### src/rtl/board_io_ctrl.sv
// Board I/O front end: synchronises and debounces raw buttons/switches into levels plus
// edge pulses, and drives LEDs with per-channel PWM brightness and enable.
module board_io_ctrl #(
  parameter int unsigned N_IN      = 8,
  parameter int unsigned N_LED     = 4,
  parameter int unsigned DB_CYCLES = 1000000,
  parameter int unsigned PWM_W     = 8
) (
  input  logic                   CLK,
  input  logic                   CK_RST,
  input  logic [N_IN-1:0]        IN_RAW,
  output logic [N_IN-1:0]        IN_LEVEL,
  output logic [N_IN-1:0]        IN_RISE,
  output logic [N_IN-1:0]        IN_FALL,
  input  logic [N_LED*PWM_W-1:0] LED_DUTY,
  input  logic [N_LED-1:0]       LED_EN,
  output logic [N_LED-1:0]       LED_OUT,
  output logic                   PWM_SYNC
);

  localparam int unsigned CntW = $clog2(DB_CYCLES);
  localparam logic [CntW-1:0] DbMax = CntW'(DB_CYCLES - 1);
  // Period is 2^PWM_W-1 so that an all-ones duty keeps the LED permanently on.
  localparam logic [PWM_W-1:0] PcntMax = {{(PWM_W-1){1'b1}}, 1'b0};

  logic [N_IN-1:0]             sync1_q, sync1_d;
  logic [N_IN-1:0]             sync2_q, sync2_d;
  logic [N_IN-1:0][CntW-1:0]   cnt_q, cnt_d;
  logic [N_IN-1:0]             level_q, level_d;
  logic [N_IN-1:0]             rise_q, rise_d;
  logic [N_IN-1:0]             fall_q, fall_d;
  logic [PWM_W-1:0]            pcnt_q, pcnt_d;
  logic [N_LED-1:0][PWM_W-1:0] shadow_q, shadow_d;
  logic [N_LED-1:0]            led_q, led_d;
  logic                        psync_q, psync_d;

  always_comb begin
    sync1_d = IN_RAW;
    sync2_d = sync1_q;
    cnt_d   = cnt_q;
    level_d = level_q;
    rise_d  = '0;
    fall_d  = '0;
    for (int i = 0; i < int'(N_IN); i++) begin
      if (sync2_q[i] == level_q[i]) begin
        cnt_d[i] = '0;
      end else if (cnt_q[i] == DbMax) begin
        level_d[i] = sync2_q[i];
        rise_d[i]  = sync2_q[i];
        fall_d[i]  = ~sync2_q[i];
        cnt_d[i]   = '0;
      end else begin
        cnt_d[i] = cnt_q[i] + 1'b1;
      end
    end
  end

  always_comb begin
    pcnt_d   = (pcnt_q == PcntMax) ? '0 : pcnt_q + 1'b1;
    shadow_d = shadow_q;
    // Duty is only sampled at the wrap so a period never mixes two duty values.
    if (pcnt_q == PcntMax) begin
      shadow_d = LED_DUTY;
    end
    for (int i = 0; i < int'(N_LED); i++) begin
      led_d[i] = LED_EN[i] & (pcnt_q < shadow_q[i]);
    end
    psync_d = (pcnt_q == '0);
  end

  always_ff @(posedge CLK or negedge CK_RST) begin
    if (!CK_RST) begin
      sync1_q  <= '0;
      sync2_q  <= '0;
      cnt_q    <= '0;
      level_q  <= '0;
      rise_q   <= '0;
      fall_q   <= '0;
      pcnt_q   <= '0;
      shadow_q <= '0;
      led_q    <= '0;
      psync_q  <= 1'b0;
    end else begin
      sync1_q  <= sync1_d;
      sync2_q  <= sync2_d;
      cnt_q    <= cnt_d;
      level_q  <= level_d;
      rise_q   <= rise_d;
      fall_q   <= fall_d;
      pcnt_q   <= pcnt_d;
      shadow_q <= shadow_d;
      led_q    <= led_d;
      psync_q  <= psync_d;
    end
  end

  assign IN_LEVEL = level_q;
  assign IN_RISE  = rise_q;
  assign IN_FALL  = fall_q;
  assign LED_OUT  = led_q;
  assign PWM_SYNC = psync_q;

endmodule

### config.mk
export PLATFORM = sky130hd
export DESIGN_NAME = board_io_ctrl
export DESIGN_NICKNAME = d
export VERILOG_FILES = /design/src/rtl/board_io_ctrl.sv
export SDC_FILE = /design/constraint.sdc
export NUM_CORES = 1
export LEC_CHECK = 0
export CAP_MARGIN = 30
export CORE_UTILIZATION = 35
export DETAILED_ROUTE_END_ITERATION = 7
export PLACE_DENSITY = 0.56
export SYNTH_ARGS = -nofsm -noshare
export SYNTH_HDL_FRONTEND = slang
export SYNTH_SLANG_ARGS = --single-unit
### constraint.sdc
create_clock -name CLK -period 2.2 [get_ports CLK]
set_clock_uncertainty 0.1 [all_clocks]
set_input_delay 0.33 -clock CLK [delete_from_list [all_inputs] [get_ports CLK]]
set_output_delay 0.33 -clock CLK [all_outputs]
set_load 0.005 [all_outputs]
-- Word-level counts from Yosys, hierarchy flattened
Cells that the tools add are included.
W data, S select, Z words.
- add/sub/neg operators: 9
- $mul: 0
- divide/modulo/power cells: 0
- order comparisons: 4
- equality and inequality tests: 17
- shifts and indexed selects: 0
- mux-type cells: 49
- bitwise operators: 20
- reductions and logical operators: 9
- operators with widths (operator ; number):
    $mux W20 ; 16
    $add A20 B1 Y20 const B ; 8
    $eq A20 B20 Y1 const B ; 8
    $lt A8 B8 Y1 ; 4
    $mux W1 ; 32
    $not A1 Y1 ; 16
    $reduce_and A2 Y1 ; 8
    $add A8 B1 Y8 const B ; 1
    $eq A1 B1 Y1 ; 8
    $eq A8 B8 Y1 const B ; 1
    $logic_not A8 Y1 ; 1
    $mux W8 ; 1
    $and A1 B1 Y1 ; 4
- register bits: 245
- bits in latches: 0
- bits in writable memories: 0
- ROM bits: 0
- output and inout port bits: 29
- word-level logic and storage cells: 135
- memories: 0

-- Longest topological paths before layout
Gate-level depths: netlist (run 1).
- depth in word-level cells: 3
- gate-level depth with buffers: 8
- depth with buffers taken out: 6

-- Worst setup path before layout (run 1)
OpenSTA, ideal clock, no wires.
- kind: reg-to-reg
- start: register cnt_q[0] in the netlist's numbering
- end: register cnt_q[18] in the netlist's numbering
- setup time: 78 ps
- data arrival time: 1904 ps
- data required time: 2022 ps
- setup slack: 118 ps
- cell stages (with the launch flop): 7
- path buffers: 1
- clock period less this slack: 2082 ps
- cell sequence: dfrtp_1 -> ha_1 -> nand3_2 -> or4_1 -> buf_2 -> or4_1 -> a21oi_1
- RTL lines (element ; line ; RTL):
    from (decl) ; 28 ; logic [N_IN-1:0][CntW-1:0] cnt_q, cnt_d;
    from (signal assigned) ; 86 ; cnt_q <= cnt_d;

==> reports/qor.csv, run 1 <==
stage;metric;value;unit
logic_synthesis;Post-Synth Adder-Cell Area;0.0417;
sta;setup_tns;0;ns
grt;pin count of the biggest net entering global routing;51;
sta;Hold Fails Final Rpt;0;
critical_path;CP max-delay cell;or4_1;
cts;clk sinks;245;
critical_path;crit start category;flip-flop;
logic_synthesis;Mapped Avg Cell Area;10.5;um^2
cts;CTS tree;built;
final_layout;Area Growth Syn to Fin;22.1;%
sta;Peak Freq;489;MHz
logic_synthesis;Compound-Gate Fraction of Synth Area;0.0633;
sta;Tmin final;2.04;ns
grt;vias in the first global route;8523;
final_layout;diodes inserted;0;
hold_path;min-delay worst type;input port to flip-flop;
logic_synthesis;post-synthesis sequential area ratio;0.524;
critical_path;Crit path arrival time;2.40;ns
critical_path;Worst Setup End Kind;flip-flop;
floorplan;Initial Util;0.358;
cts;Num CTS Buffers;29;
cts;Skew-Pair Late Insertion Delay;0.54;ns
power_and_ir_drop;Worst IR Drop VDD;0.535;mV
critical_path;CP required;2.56;ns
placement;IO buf count;74;
sta;Slew Limit Headroom;0.610;
logic_synthesis;Synth async-reset ratio;1.00;
detailed_routing;DR WL/cell;13.6;um
detailed_routing;via count;8464;
critical_path;critical path class;flip-flop to flip-flop;
power_and_ir_drop;Pwr Density;686;mW/mm^2
logic_synthesis;Gate Count Post-Synth;1115;
logic_synthesis;Synth Area in XOR/XNOR;0.0838;
logic_synthesis;ys flop type;dfrtp_1;
logic_synthesis;YS warnings;0;
grt;first-pass GRT wire length;41300;um
critical_path;Reg2Reg Setup Slack;0.16;ns
floorplan;Core ar.;0.0327;mm^2
logic_synthesis;Synth Area in Simple Gates;0.224;
cts;H-tree depth;1;
cts;CTS clk-pin slew, worst paths;0.06;ns
detailed_routing;Antenna Nets Post-Route;0;
critical_path;FF-to-FF End;cnt_q[14];
cts;clock tree buffer depth;3;
logic_synthesis;Synth Register Bits;245;
grt;initial antenna violation count;0;
final_layout;share of post-route cells with drive strength above 1;0.117;
hold_path;hold path startpoint;IN_RAW[7];
logic_synthesis;largest family of logic cells by synthesized area;simple AND/OR/NAND/NOR gates;
floorplan;die width;185;um
final_layout;fillers;3163;
logic_synthesis;syn_nets;1200;
detailed_routing;DR pass1 iterations;4;
placement;Detailed Place HPWL;16100;um
sta;crit share post-route;0.929;
critical_path;worst reg2reg path depth;6;
logic_synthesis;mux share of post-synthesis cell area;0.0385;
cts;CTS Root Cell;clkbuf_16;
detailed_routing;Residual DRC;0;
sta;Slew Limit Fails;0;
hold_path;Hold Path Stages;1;
detailed_routing;Starting DRT DRC Count;421;
logic_synthesis;Syn Std Cell Area;0.0117;mm^2
critical_path;critical path's largest stage delay;0.55;ns
power_and_ir_drop;Lkg Pwr;5.89;nW
detailed_routing;final wirelength;23200;um
sta;Final setup viols;0;
grt;Overflow after GRT;0;
sta;RSZ-0062 raised after global routing;no;
logic_synthesis;EDFF count, synth;0;
run_status;status;completed;
floorplan;# IOs;75;
floorplan;cell row count;66;
run;max-cap viol count;0;
logic_synthesis;synth unique cells;46;
placement;Place WS;0.145;ns
sta;Final WS setup;0.156;ns
detailed_routing;Via density;4.98;
final_layout;Final #Nets;1324;
hold_path;WHS Endpoint;sync1_q[7];
critical_path;Critical Path, Cell by Cell;ha_2 -> nand3_2 -> or4_1 -> buf_4 -> or3_1 -> a21oi_1;
sta;Final Hold Slack;0.127;ns
critical_path;CP max FO;6;
sta;worst slew pin tran;0.579;ns
grt;total track usage;0.144;
placement;gp weighted congestion;0.799;
floorplan;Die Y;185;um
floorplan;die footprint;0.0342;mm^2
final_layout;Finished Core Util;0.437;
critical_path;Reg2Reg Launch Point;cnt_q[1];
==> cells in the final DEF, fill, tap and decap left out, types with 4 or more instances in the layout <==
| cell type | instances |
|---|---|
| a21o_1 | 4 |
| o31ai_2 | 4 |
| o21a_1 | 4 |
| mux2_2 | 40 |
| nor4b_1 | 6 |
| dfrtp_1 | 245 |
| nand3_1 | 67 |
| o31ai_1 | 14 |
| clkdlybuf4s50_1 | 73 |
| xor2_1 | 43 |
| nand4b_1 | 10 |
| or3_1 | 36 |
| buf_12 | 5 |
| nand4_1 | 34 |
| clkinv_2 | 4 |
| nor3b_1 | 18 |
| nand2b_1 | 8 |
| or4_1 | 21 |
| and3_1 | 34 |
| nor4_1 | 23 |
| clkbuf_8 | 8 |
| o22ai_1 | 4 |
| a211o_1 | 4 |
| buf_4 | 39 |
| nand2_1 | 51 |
| and2_1 | 10 |
| nor3_1 | 21 |
| o21ai_0 | 30 |
| a221oi_1 | 4 |
| and4_1 | 7 |
| ha_1 | 38 |
| nor2_1 | 121 |
| inv_1 | 49 |
| a21oi_1 | 46 |
| clkbuf_16 | 29 |
| clkbuf_1 | 4 |
| xnor2_1 | 69 |
==> area by class of cell <==
class	instances	area, um^2	share of cell area
Timing Repair Buffer	119	1150	0.0804
Clock inverter	9	125	0.00876
Clock buffer	41	851	0.0595
Inverter	49	184	0.0129
Tap cell	442	553	0.0387
Sequential cell	245	6130	0.429
Multi-Input combinational cell	795	5300	0.371
==> cell usage after synthesis (6+ instances only) <==
| master | instances | area (um^2) |
|---|---|---|
| a21oi_1 | 46 | 230 |
| and2_1 | 10 | 62.6 |
| and3_1 | 34 | 213 |
| and4_1 | 7 | 61.3 |
| clkbuf_1 | 21 | 78.8 |
| dfrtp_1 | 245 | 6130 |
| ha_1 | 39 | 488 |
| inv_1 | 49 | 184 |
| mux2_2 | 40 | 450 |
| nand2_1 | 51 | 191 |
| nand2b_1 | 8 | 50.1 |
| nand3_1 | 67 | 335 |
| nand4_1 | 34 | 213 |
| nand4b_1 | 10 | 87.6 |
| nor2_1 | 122 | 458 |
| nor3_1 | 21 | 105 |
| nor3b_1 | 18 | 135 |
| nor4_1 | 23 | 144 |
| nor4b_1 | 6 | 52.6 |
| o21ai_0 | 30 | 150 |
| o31ai_1 | 14 | 105 |
| or3_1 | 36 | 225 |
| or4_1 | 21 | 158 |
| xnor2_1 | 69 | 604 |
| xor2_1 | 43 | 377 |
==> how the worst max path moves through the flow <==
stage	cells after the start	to	slack, ns	from
global placement	6	cnt_q[16]	0.19	cnt_q[0]
floorplan	6	cnt_q[18]	0.12	cnt_q[0]
CTS	6	cnt_q[16]	0.13	cnt_q[0]
detailed placement	6	cnt_q[16]	0.15	cnt_q[0]
finish	6	cnt_q[14]	0.16	cnt_q[1]
global route	6	cnt_q[14]	0.007	cnt_q[1]
==> power breakdown <==
part           switching (W)  total (W)  leakage [nW]  internal, W
registers          0.0000506    0.00461          3.35      0.00456
logic               0.000181   0.000335          2.06     0.000155
clock network        0.00185    0.00486         0.478      0.00301
total                0.00208    0.00980          5.89      0.00772
==> flip-flops by register name, indices dropped and copies added (netlist names) <==
register  count
LED_OUT       4
IN_FALL       8
PWM_SYNC      1
IN_LEVEL      8
sync1_q       8
IN_RISE       8
cnt_q       160
sync2_q       8
shadow_q     32
pcnt_q        8
==> layer usage <==
| metal | up-vias | routed length (um) | global-route usage |
|---|---|---|---|
| li1 | 4217 | - | - |
| met1 | 4095 | 11200 | 0.199 |
| met2 | 112 | 10700 | 0.234 |
| met3 | 40 | 818 | 0.0234 |
| met4 | 0 | 534 | 0.0367 |
| met5 | - | 0 | 0 |
==> metrics by stage <==
stage / cell area (um^2) / std cells / power (W)
2_1_floorplan: 11700 / 1115 / 0.00477
3_3_place_gp: 13300 / 1648 / 0.00503
3_5_place_dp: 13300 / 1648 / 0.00503
4_1_cts: 14300 / 1699 / 0.00998
5_1_grt: 14300 / 1700 / 0.0102
6_report: 14300 / 1700 / 0.00980
==> critical path: cells and delay by family, from the launching register on <==
family          cells  cell delay (ns)
simple gates        3             0.96
fa+ha+maj           1             0.21
buf+inv             1             0.18
flops               1             0.38
compound gates      1             0.15
==> cell families (layout without fill, tap and decap cells) <==
kind of cell	count (synthesis)	in the layout
AOI/OAI and AO/OA	120	120
xor gates and xnor gates	112	112
adders and majority gates	39	39
buffers and inverters	75	218
DFF	245	245
muxes	40	40
and+or+nand+nor	484	484
==> timing repair <==
action / CTS / global route
gates resized for setup: 0 / 1
endpoints found under the setup margin: 0 / 1
hold buffers: 1 / 0
setup buffers: 0 / 1
endpoints found under the hold margin: 143 / 0
Note: power is estimated with default switching activity, not from simulation.
==> run 2: changes to the inputs <==
--- a/config.mk
+++ b/config.mk
@@ -7,6 +7,7 @@
 export LEC_CHECK = 0
 export CAP_MARGIN = 30
 export CORE_UTILIZATION = 35
+export CTS_CLUSTER_DIAMETER = 40
 export DETAILED_ROUTE_END_ITERATION = 7
 export PLACE_DENSITY = 0.56
 export SYNTH_ARGS = -nofsm -noshare
==> run 2 against run 1 <==
  * Power rose by 22%
  * Largest cell class unchanged
  * Global-route usage grew 0.46 points
  * Flip-flop and latch count unchanged
==> reports/qor.csv, run 2 (synthesized netlist as in run 1, its figures left out) <==
stage;metric;value;unit;change
hold_path;min-delay worst type;input port to flip-flop;;
final_layout;diodes inserted;0;;unchanged
floorplan;die width;185;um;unchanged
floorplan;Die Y;185;um;unchanged
detailed_routing;final wirelength;23600;um;+1.6%
sta;RSZ-0062 raised after global routing;no;;
sta;crit share post-route;0.927;;-0.00182
critical_path;critical path class;flip-flop to flip-flop;;
final_layout;share of post-route cells with drive strength above 1;0.141;;+0.0237
sta;Final setup viols;0;;unchanged
critical_path;crit start category;flip-flop;;
grt;initial antenna violation count;0;;unchanged
detailed_routing;DR WL/cell;13.6;um;-0.12%
sta;worst slew pin tran;0.579;ns;-0.000108 ns
sta;Hold Fails Final Rpt;0;;unchanged
run_status;status;completed;;
grt;vias in the first global route;8664;;+1.7%
detailed_routing;Starting DRT DRC Count;472;;+12%
final_layout;biggest regs;cnt_q: 160 flops, shadow_q: 32 flops;;
cts;CTS tree;built;;
detailed_routing;Residual DRC;0;;unchanged
power_and_ir_drop;Worst IR Drop VDD;0.459;mV;-14%
detailed_routing;Antenna Nets Post-Route;0;;unchanged
cts;Num CTS Buffers;43;;+48%
run;max-cap viol count;0;;unchanged
detailed_routing;Via density;4.94;;-0.83%
placement;gp weighted congestion;0.799;;unchanged
cts;Skew-Pair Late Insertion Delay;0.53;ns;about the same
cts;H-tree depth;2;;+1
grt;first-pass GRT wire length;42100;um;+1.8%
cts;clock tree buffer depth;3;;unchanged
cts;CTS clk-pin slew, worst paths;0.05;ns;about the same
grt;pin count of the biggest net entering global routing;51;;unchanged
detailed_routing;via count;8542;;+0.92%
critical_path;critical path's largest stage delay;0.63;ns;+0.08 ns
floorplan;die footprint;0.0342;mm^2;unchanged
sta;Final Hold Slack;0.138;ns;+0.0108 ns
sta;setup_tns;0;ns;unchanged
final_layout;most common cell after layout, fill and taps aside;dfrtp_1;;
floorplan;Core ar.;0.0327;mm^2;unchanged
cts;CTS Root Cell;clkbuf_16;;
critical_path;worst path bufs/invs;0;;-1
sta;Tmin final;2.04;ns;-0.00401 ns
grt;Overflow after GRT;0;;unchanged
critical_path;CP max-delay cell;or4_1;;
cts;clk sinks;245;;unchanged
critical_path;CP required;2.56;ns;about the same
final_layout;Largest register FFs;160;;unchanged
final_layout;most frequent cells in the layout;245 x dfrtp_1, 121 x nor2_1, 73 x clkdlybuf4s50_1, 69 x xnor2_1, 67 x nand3_1;;
floorplan;cell row count;66;;unchanged
final_layout;Final #Nets;1338;;+1.1%
critical_path;Critical Path, Cell by Cell;ha_1 -> nand3_1 -> or4_1 -> or3_1 -> a21oi_1;;
critical_path;critical path's top delay family;simple AND/OR/NAND/NOR gates;;
power_and_ir_drop;Lkg Pwr;6.17;nW;+4.8%
critical_path;Worst Setup End Kind;flip-flop;;
floorplan;# IOs;75;;unchanged
sta;Slew Limit Headroom;0.610;;about the same
sta;Slew Limit Fails;0;;unchanged
critical_path;Crit path arrival time;2.40;ns;about the same
power_and_ir_drop;Pwr Density;805;mW/mm^2;+17%
grt;total track usage;0.149;;+0.00458
sta;Peak Freq;490;MHz;+0.20%
floorplan;Initial Util;0.358;;unchanged
placement;Detailed Place HPWL;16100;um;unchanged
final_layout;fillers;3093;;-2.2%
critical_path;CP max FO;6;;unchanged
placement;IO buf count;74;;unchanged
final_layout;Area Growth Syn to Fin;27.0;%;
detailed_routing;DR pass1 iterations;4;;unchanged
final_layout;register with the most flip-flops;cnt_q;;
run 2: layout make-up:
class | instances | area (um^2) | share of cell area
clock buffers | 51 | 1200 | 0.0806
clock inverters | 29 | 350 | 0.0236
inverters | 49 | 184 | 0.0124
multi-input cells | 795 | 5300 | 0.356
flip-flops and latches | 245 | 6130 | 0.413
well taps | 442 | 553 | 0.0372
repair buffers | 119 | 1150 | 0.0773
run 2: path summary, 6_finish.rpt:
path	to	from	slack, ns	cells after the start
worst max-delay path	cnt_q[38]	cnt_q[20]	0.16	5
worst min-delay path	sync1_q[2]	IN_RAW[2]	0.14	1
max in group asynchronous	cnt_q[103]	CK_RST	1.15	3
worst min register to register	sync2_q[7]	sync1_q[7]	0.24	0
worst max register to register	cnt_q[38]	cnt_q[20]	0.16	5
min in group asynchronous	cnt_q[79]	CK_RST	0.21	2
run 2: metal layers:
layer  track usage  vias up  routed length, um  part of all wire
met4        0.0469        0                443             0.019
met5             0        -                  0                 0
met3        0.0346       41               1030             0.043
met1         0.202     4128              11300              0.48
li1              -     4256                  -                 -
met2         0.233      117              10800              0.46
run 2: what timing repair did:
action	CTS	global route
buffers inserted	0	1
resized for setup	0	1
hold buffers	1	0
endpoints found under the hold margin	140	0
endpoints found under the setup margin	0	1
run 2: power breakdown:
part	internal (W)	leakage (nW)	switching, W
Clock	0.00463	0.760	0.00238
Sequential	0.00456	3.35	0.0000510
Combinational	0.000155	2.06	0.000181
run 2: through the flow:
stage,area [um^2],cells,setup WS [ns],power (W),utilization
finish,14900,1730,0.160,0.0120,0.454
detailed placement,13300,1648,0.145,0.00503,0.406
global placement,13300,1648,0.187,0.00503,0.406
floorplan,11700,1115,0.118,0.00477,-
CTS,14900,1729,0.131,0.0122,0.454
global route,14900,1730,0.0136,0.0124,0.454
==> run 3: changes to the inputs <==
--- a/config.mk
+++ b/config.mk
@@ -10,6 +10,7 @@
 export CTS_CLUSTER_DIAMETER = 40
 export DETAILED_ROUTE_END_ITERATION = 7
 export PLACE_DENSITY = 0.56
+export SETUP_SLACK_MARGIN = 0.4
 export SYNTH_ARGS = -nofsm -noshare
 export SYNTH_HDL_FRONTEND = slang
 export SYNTH_SLANG_ARGS = --single-unit
==> run 3 against run 2 <==
  * Largest cell class unchanged
  * Final cell count grew 4.9%
  * Routed wire length increased by 8.2%
  * Register-to-register slack gained 0.13 ns
  * Non-clock buffer count is 82 higher
  * Global-route usage down 0.090 points
  * Final area is 10% higher
  * Setup slack better by 0.13 ns
  * Highest routed layer unchanged
  * Sequential power barely moved
==> reports/qor.csv, run 3 (synthesized netlist as in run 1, its figures left out) <==
stage;metric;value;unit;change
hold_path;hold path startpoint;IN_RAW[7];;
detailed_routing;final wirelength;25500;um;+8.2%
cts;H-tree depth;2;;unchanged
cts;CTS tree;built;;
detailed_routing;Starting DRT DRC Count;436;;-7.6%
floorplan;Initial Util;0.358;;unchanged
power_and_ir_drop;Cell Int Power;0.00946;W;+1.2%
final_layout;most frequent cells in the layout;218 x dfrtp_1, 114 x nor2_1, 106 x buf_4, 68 x xnor2_1, 58 x nand3_1;;
sta;Slew Limit Headroom;0.706;;+0.0955
power_and_ir_drop;Sequential Power Share;0.381;;-0.005
final_layout;diodes inserted;0;;unchanged
sta;Final setup viols;0;;unchanged
sta;worst slew pin tran;0.438;ns;-0.141 ns
grt;met1 Usage GRT;0.200;;-0.00200
power_and_ir_drop;Lkg Pwr;6.84;nW;+11%
cts;Num CTS Buffers;44;;+2.3%
floorplan;# IOs;75;;unchanged
floorplan;Die Y;185;um;unchanged
grt;M3 GR Usage;0.0238;;-0.0108
critical_path;Critical Path, Cell by Cell;ha_4 -> and3_4 -> nand4b_1 -> or4_4 -> mux2_2;;
detailed_routing;via count;9013;;+5.5%
placement;dpl cells;1638;;-0.61%
grt;total track usage;0.148;;-0.000905
cts;clk sinks;245;;unchanged
final_layout;Final #Nets;1421;;+6.2%
placement;IO buf count;74;;unchanged
sta;crit share post-route;0.867;;-0.0602
grt;vias in the first global route;8751;;+1.0%
floorplan;die width;185;um;unchanged
placement;gp weighted congestion;0.800;;+0.18%
detailed_routing;DR pass1 iterations;4;;unchanged
critical_path;Reg2Reg Setup Slack;0.29;ns;+0.13 ns
critical_path;worst reg2reg path depth;5;;unchanged
critical_path;FF-to-FF End;IN_LEVEL[0];;
sta;Slew Limit Fails;0;;unchanged
floorplan;cell row count;66;;unchanged
hold_path;Hold Path Stages;1;;unchanged
final_layout;most common cell after layout, fill and taps aside;dfrtp_1;;
grt;layer with the highest usage;met2;;
grt;pin count of the biggest net entering global routing;73;;+43%
sta;Peak Freq;524;MHz;+6.9%
hold_path;min-delay worst type;input port to flip-flop;;
final_layout;register with the most flip-flops;cnt_q;;
power_and_ir_drop;sw power;0.00267;W;+2.2%
sta;setup_tns;0;ns;unchanged
grt;global-route met2 utilization;0.241;;+0.00782
power_and_ir_drop;Gate power share;0.034;;+0.006
cts;clock tree buffer depth;3;;unchanged
critical_path;Reg2Reg Launch Point;cnt_q[0];;
cts;Skew-Pair Late Insertion Delay;0.52;ns;about the same
final_layout;final cell count without fillers;1814;;+4.9%
detailed_routing;DR WL/cell;14.1;um;+3.2%
cts;CTS Root Cell;clkbuf_16;;
power_and_ir_drop;Worst IR Drop VDD;0.534;mV;+16%
final_layout;Finished Core Util;0.500;;+0.0460
run_status;status;completed;;
critical_path;Crit path arrival time;2.21;ns;-0.19 ns
sta;Tmin final;1.91;ns;-0.132 ns
grt;first-pass GRT wire length;42000;um;-0.25%
floorplan;Core ar.;0.0327;mm^2;unchanged
critical_path;critical path class;flip-flop to flip-flop;;
floorplan;die footprint;0.0342;mm^2;unchanged
grt;Overflow after GRT;0;;unchanged
final_layout;biggest regs;cnt_q: 160 flops, shadow_q: 32 flops;;
final_layout;Area Growth Syn to Fin;39.8;%;
critical_path;crit start category;flip-flop;;
sta;Hold Fails Final Rpt;0;;unchanged
final_layout;share of post-route cells with drive strength above 1;0.294;;+0.153
critical_path;CP required;2.50;ns;-0.06 ns
critical_path;critical path's largest stage delay;0.48;ns;-0.15 ns
critical_path;CP max FO;4;;-2
detailed_routing;Antenna Nets Post-Route;0;;unchanged
power_and_ir_drop;switching fraction of total power;0.220;;+0.00169
cts;CTS clk-pin slew, worst paths;0.05;ns;about the same
grt;initial antenna violation count;0;;unchanged
sta;RSZ-0062 raised after global routing;yes;;
power_and_ir_drop;Pwr Density;741;mW/mm^2;-7.9%
detailed_routing;Via density;4.97;;+0.63%
hold_path;WHS Endpoint;sync1_q[7];;
power_and_ir_drop;clock share of power;0.585;;about the same
critical_path;Worst Setup End Kind;flip-flop;;
run;max-cap viol count;0;;unchanged
placement;Detailed Place HPWL;15400;um;-4.0%
final_layout;Largest register FFs;160;;unchanged
detailed_routing;Residual DRC;0;;unchanged
critical_path;CP max-delay cell;or4_4;;
[run 3: timing repair]
item                                   in CTS  in global routing
pin swaps                                  16                 70
cloned                                      0                  4
gates resized for setup                    62                132
setup endpoints to repair                 108                134
endpoints found under the hold margin     226                  0
setup buffers                              40                 49
hold buffers                                1                  0
[run 3: layout make-up]
| class | count | area (um^2) |
|---|---|---|
| clock buffers | 52 | 1210 |
| repair buffers | 201 | 1870 |
| well taps | 442 | 553 |
| flip-flops and latches | 245 | 6160 |
| inverters | 49 | 184 |
| clock inverters | 30 | 368 |
| multi-input cells | 795 | 6010 |
| fillers | 2923 | 16300 |
[run 3: worst max path at each step]
stage	endpoint	startpoint	slack (ns)
finish	IN_LEVEL[0]	cnt_q[0]	0.29
global route	IN_LEVEL[0]	cnt_q[10]	0.23
CTS	IN_LEVEL[0]	cnt_q[0]	0.27
detailed placement	cnt_q[118]	cnt_q[100]	0.21
global placement	cnt_q[18]	cnt_q[0]	0.24
floorplan	cnt_q[18]	cnt_q[0]	0.25
[run 3: through the flow]
step                worst slack, ns  instance area [um^2]  hold WS, ns  total power, W
detailed placement            0.211                 13300        0.129         0.00503
finish                        0.292                 16400        0.151          0.0121
floorplan                     0.253                 11800      -0.0656         0.00478
CTS                           0.275                 15400        0.128          0.0123
global placement              0.239                 13300        0.127         0.00503
global route                  0.225                 16400        0.132          0.0126
[run 3: power by group through the flow]
stage	combinational [W]	clock (W)	sequential (W)
floorplan	0.000103	0	0.00468
global placement	0.000344	0	0.00469
detailed placement	0.000346	0	0.00469
CTS	0.000397	0.00728	0.00461
global route	0.000469	0.00749	0.00462
finish	0.000417	0.00709	0.00462
[run 3: metal layers]
metal	wire (um)	vias up
li1	-	4437
met1	12100	4413
met5	0	-
met4	528	0
met2	12100	122
met3	736	41
[run 3: critical path: cells and delay by family, from the launching register on]
| family | cells | cell delay, ns |
|---|---|---|
| fa+ha+maj | 1 | 0.16 |
| flops | 1 | 0.41 |
| mux | 1 | 0.28 |
| simple gates | 3 | 0.84 |
==> edit (settings of run 1) <==
`N_IN`: 8 -> 16.
--- a/src/rtl/board_io_ctrl.sv
+++ b/src/rtl/board_io_ctrl.sv
@@ -1,7 +1,7 @@
 // Board I/O front end: synchronises and debounces raw buttons/switches into levels plus
 // edge pulses, and drives LEDs with per-channel PWM brightness and enable.
 module board_io_ctrl #(
-  parameter int unsigned N_IN      = 8,
+  parameter int unsigned N_IN      = 16,
   parameter int unsigned N_LED     = 4,
   parameter int unsigned DB_CYCLES = 1000000,
   parameter int unsigned PWM_W     = 8
Interface: changed (resized IN_FALL, IN_LEVEL, IN_RAW and IN_RISE); port bits go from 75 to 107. The function was not compared with the original's and may differ.
==> edit against run 1 <==
- the run now ends with design-rule violations, negative setup slack left
- power grew 76%
- worst hold slack lost 0.046 ns
- wire length grew 78%
- synthesized area grew 79%
- sequential cell count grew 200
- setup slack lost 0.19 ns
- design area grew 77%
- clock power grew 71%
- largest cell class unchanged
- largest power group is now registers
==> edit: results (changes against run 1) <==
** Run status
- Outcome: finished with violations (was finished, final reports clean).
- Failing checks :: design-rule violations, negative setup slack

** CTS
- The number of setup buffers added after CTS came to 2 (was 0).
- The TritonCTS buffer count is 51 (was 29).
- The source-to-sink clock delay at the later pin of the worst-skew pair is 0.59 ns (was 0.54 ns).
- Quantity of gates resized following cts :: 4 (was 0)

** Setup path
- Max FO, Critical Path :: 3 (was 6)

** GRT
- GR met2 Demand/Resource :: 0.2262 (was 0.2341)
- Met3 usage in global routing :: 0.02746 (was 0.02340)
- The global-route wire length before repair was 72570 µm (was 41340 µm).
- Pin count of the biggest net entering global routing :: 82 (was 51)

** Detailed routing
- The number of remaining DRC errors came to 7 (was 0).
- Detailed router's first-iteration violation count :: 736 (was 421)
- Detailed Routing Iterations Pass 1 :: 7 (was 4)

** Place
- Worst slack, placed :: -0.09323 ns (was 0.1452 ns)
- The area of placed instances is 23580 µm² (was 13290 µm²).
- Placed cells :: 2937 (was 1648)
- Weighted congestion reported at the end of routability-driven placement :: 0.7995 (was 0.7990)

** Timing
- The final setup violation count is 2 (was 0).
- The highest clock rate is 0.4475 GHz (was 0.4892 GHz).
- The total negative setup slack came to -0.06399 ns (was 0 ns).
- Post-route worst setup slack :: -0.03487 ns (was 0.1559 ns)

** Logic synthesis
- Fraction of synthesized cell area taken by the top area cell type :: 0.5312 (was 0.5239)
- Library cells used by synthesis :: 52 (was 46)
- Net count of the mapped netlist :: 2122 (was 1200)
- Post-synth top cells :: sky130_fd_sc_hd__dfrtp_1 (445), sky130_fd_sc_hd__nor2_1 (220), sky130_fd_sc_hd__nand3_1 (135) (was sky130_fd_sc_hd__dfrtp_1 (245), sky130_fd_sc_hd__nor2_1 (122), sky130_fd_sc_hd__xnor2_1 (69))

** Layout
- Largest registers :: cnt_q (320), shadow_q (32) (was cnt_q (160), shadow_q (32))
- Fraction of layout cells with a size suffix above 1 :: 0.1178 (was 0.1169)

** Power
- Largest voltage drop on the vdd net :: 0.4703 mV (was 0.5355 mV)
edit: cell types whose count changed in the layout (fill, tap and decap cells not counted), sizes merged, moves of 37 or more:
cell / before / now
dfrtp: 245 / 445
nor2: 122 / 220
nand3: 69 / 135
a21oi: 46 / 105
xor2: 43 / 97
buf: 45 / 96
nand2: 51 / 96
or4: 21 / 64
or3: 36 / 78
xnor2: 69 / 111
o21ai: 33 / 70
edit: power breakdown:
group	internal (mW)	total, mW	switching [mW]
clock network	4.98	8.29	3.31
logic	0.249	0.586	0.338
registers	8.29	8.39	0.0996
edit: final timing paths:
check,startpoint,endpoint,cells past startpoint,slack (ns)
min in group asynchronous,CK_RST,cnt_q[206],2,0.15
worst max-delay path,cnt_q[15],IN_LEVEL[0],4,-0.03
max in group asynchronous,CK_RST,shadow_q[24],4,1.05
worst min-delay path,IN_RAW[12],sync1_q[12],1,0.08
worst max register to register,cnt_q[15],IN_LEVEL[0],4,-0.03
worst min register to register,sync1_q[2],sync2_q[2],0,0.24
edit: cells by family (layout without fill, tap and decap cells):
family,count (synthesis),after routing,share of synthesized area
XOR/XNOR,208,208,0.08690
buffers and inverters,126,364,0.02411
flip-flops,445,445,0.5312
adder cells (fa/ha/maj),47,47,0.02805
AO/OA/AOI/OAI,247,247,0.07025
multiplexers,48,48,0.02596
AND/OR/NAND/NOR,900,900,0.2335
edit: layout make-up:
class / instances / area [µm²] / area share
clock buffer: 73 / 1469 / 0.05796
clock inverter: 18 / 180.2 / 0.007109
inverter: 71 / 266.5 / 0.01052
multi-input combinational: 1450 / 9412 / 0.3713
sequential: 445 / 11140 / 0.4394
tap: 773 / 967.2 / 0.03816
timing repair buffer: 202 / 1914 / 0.07553
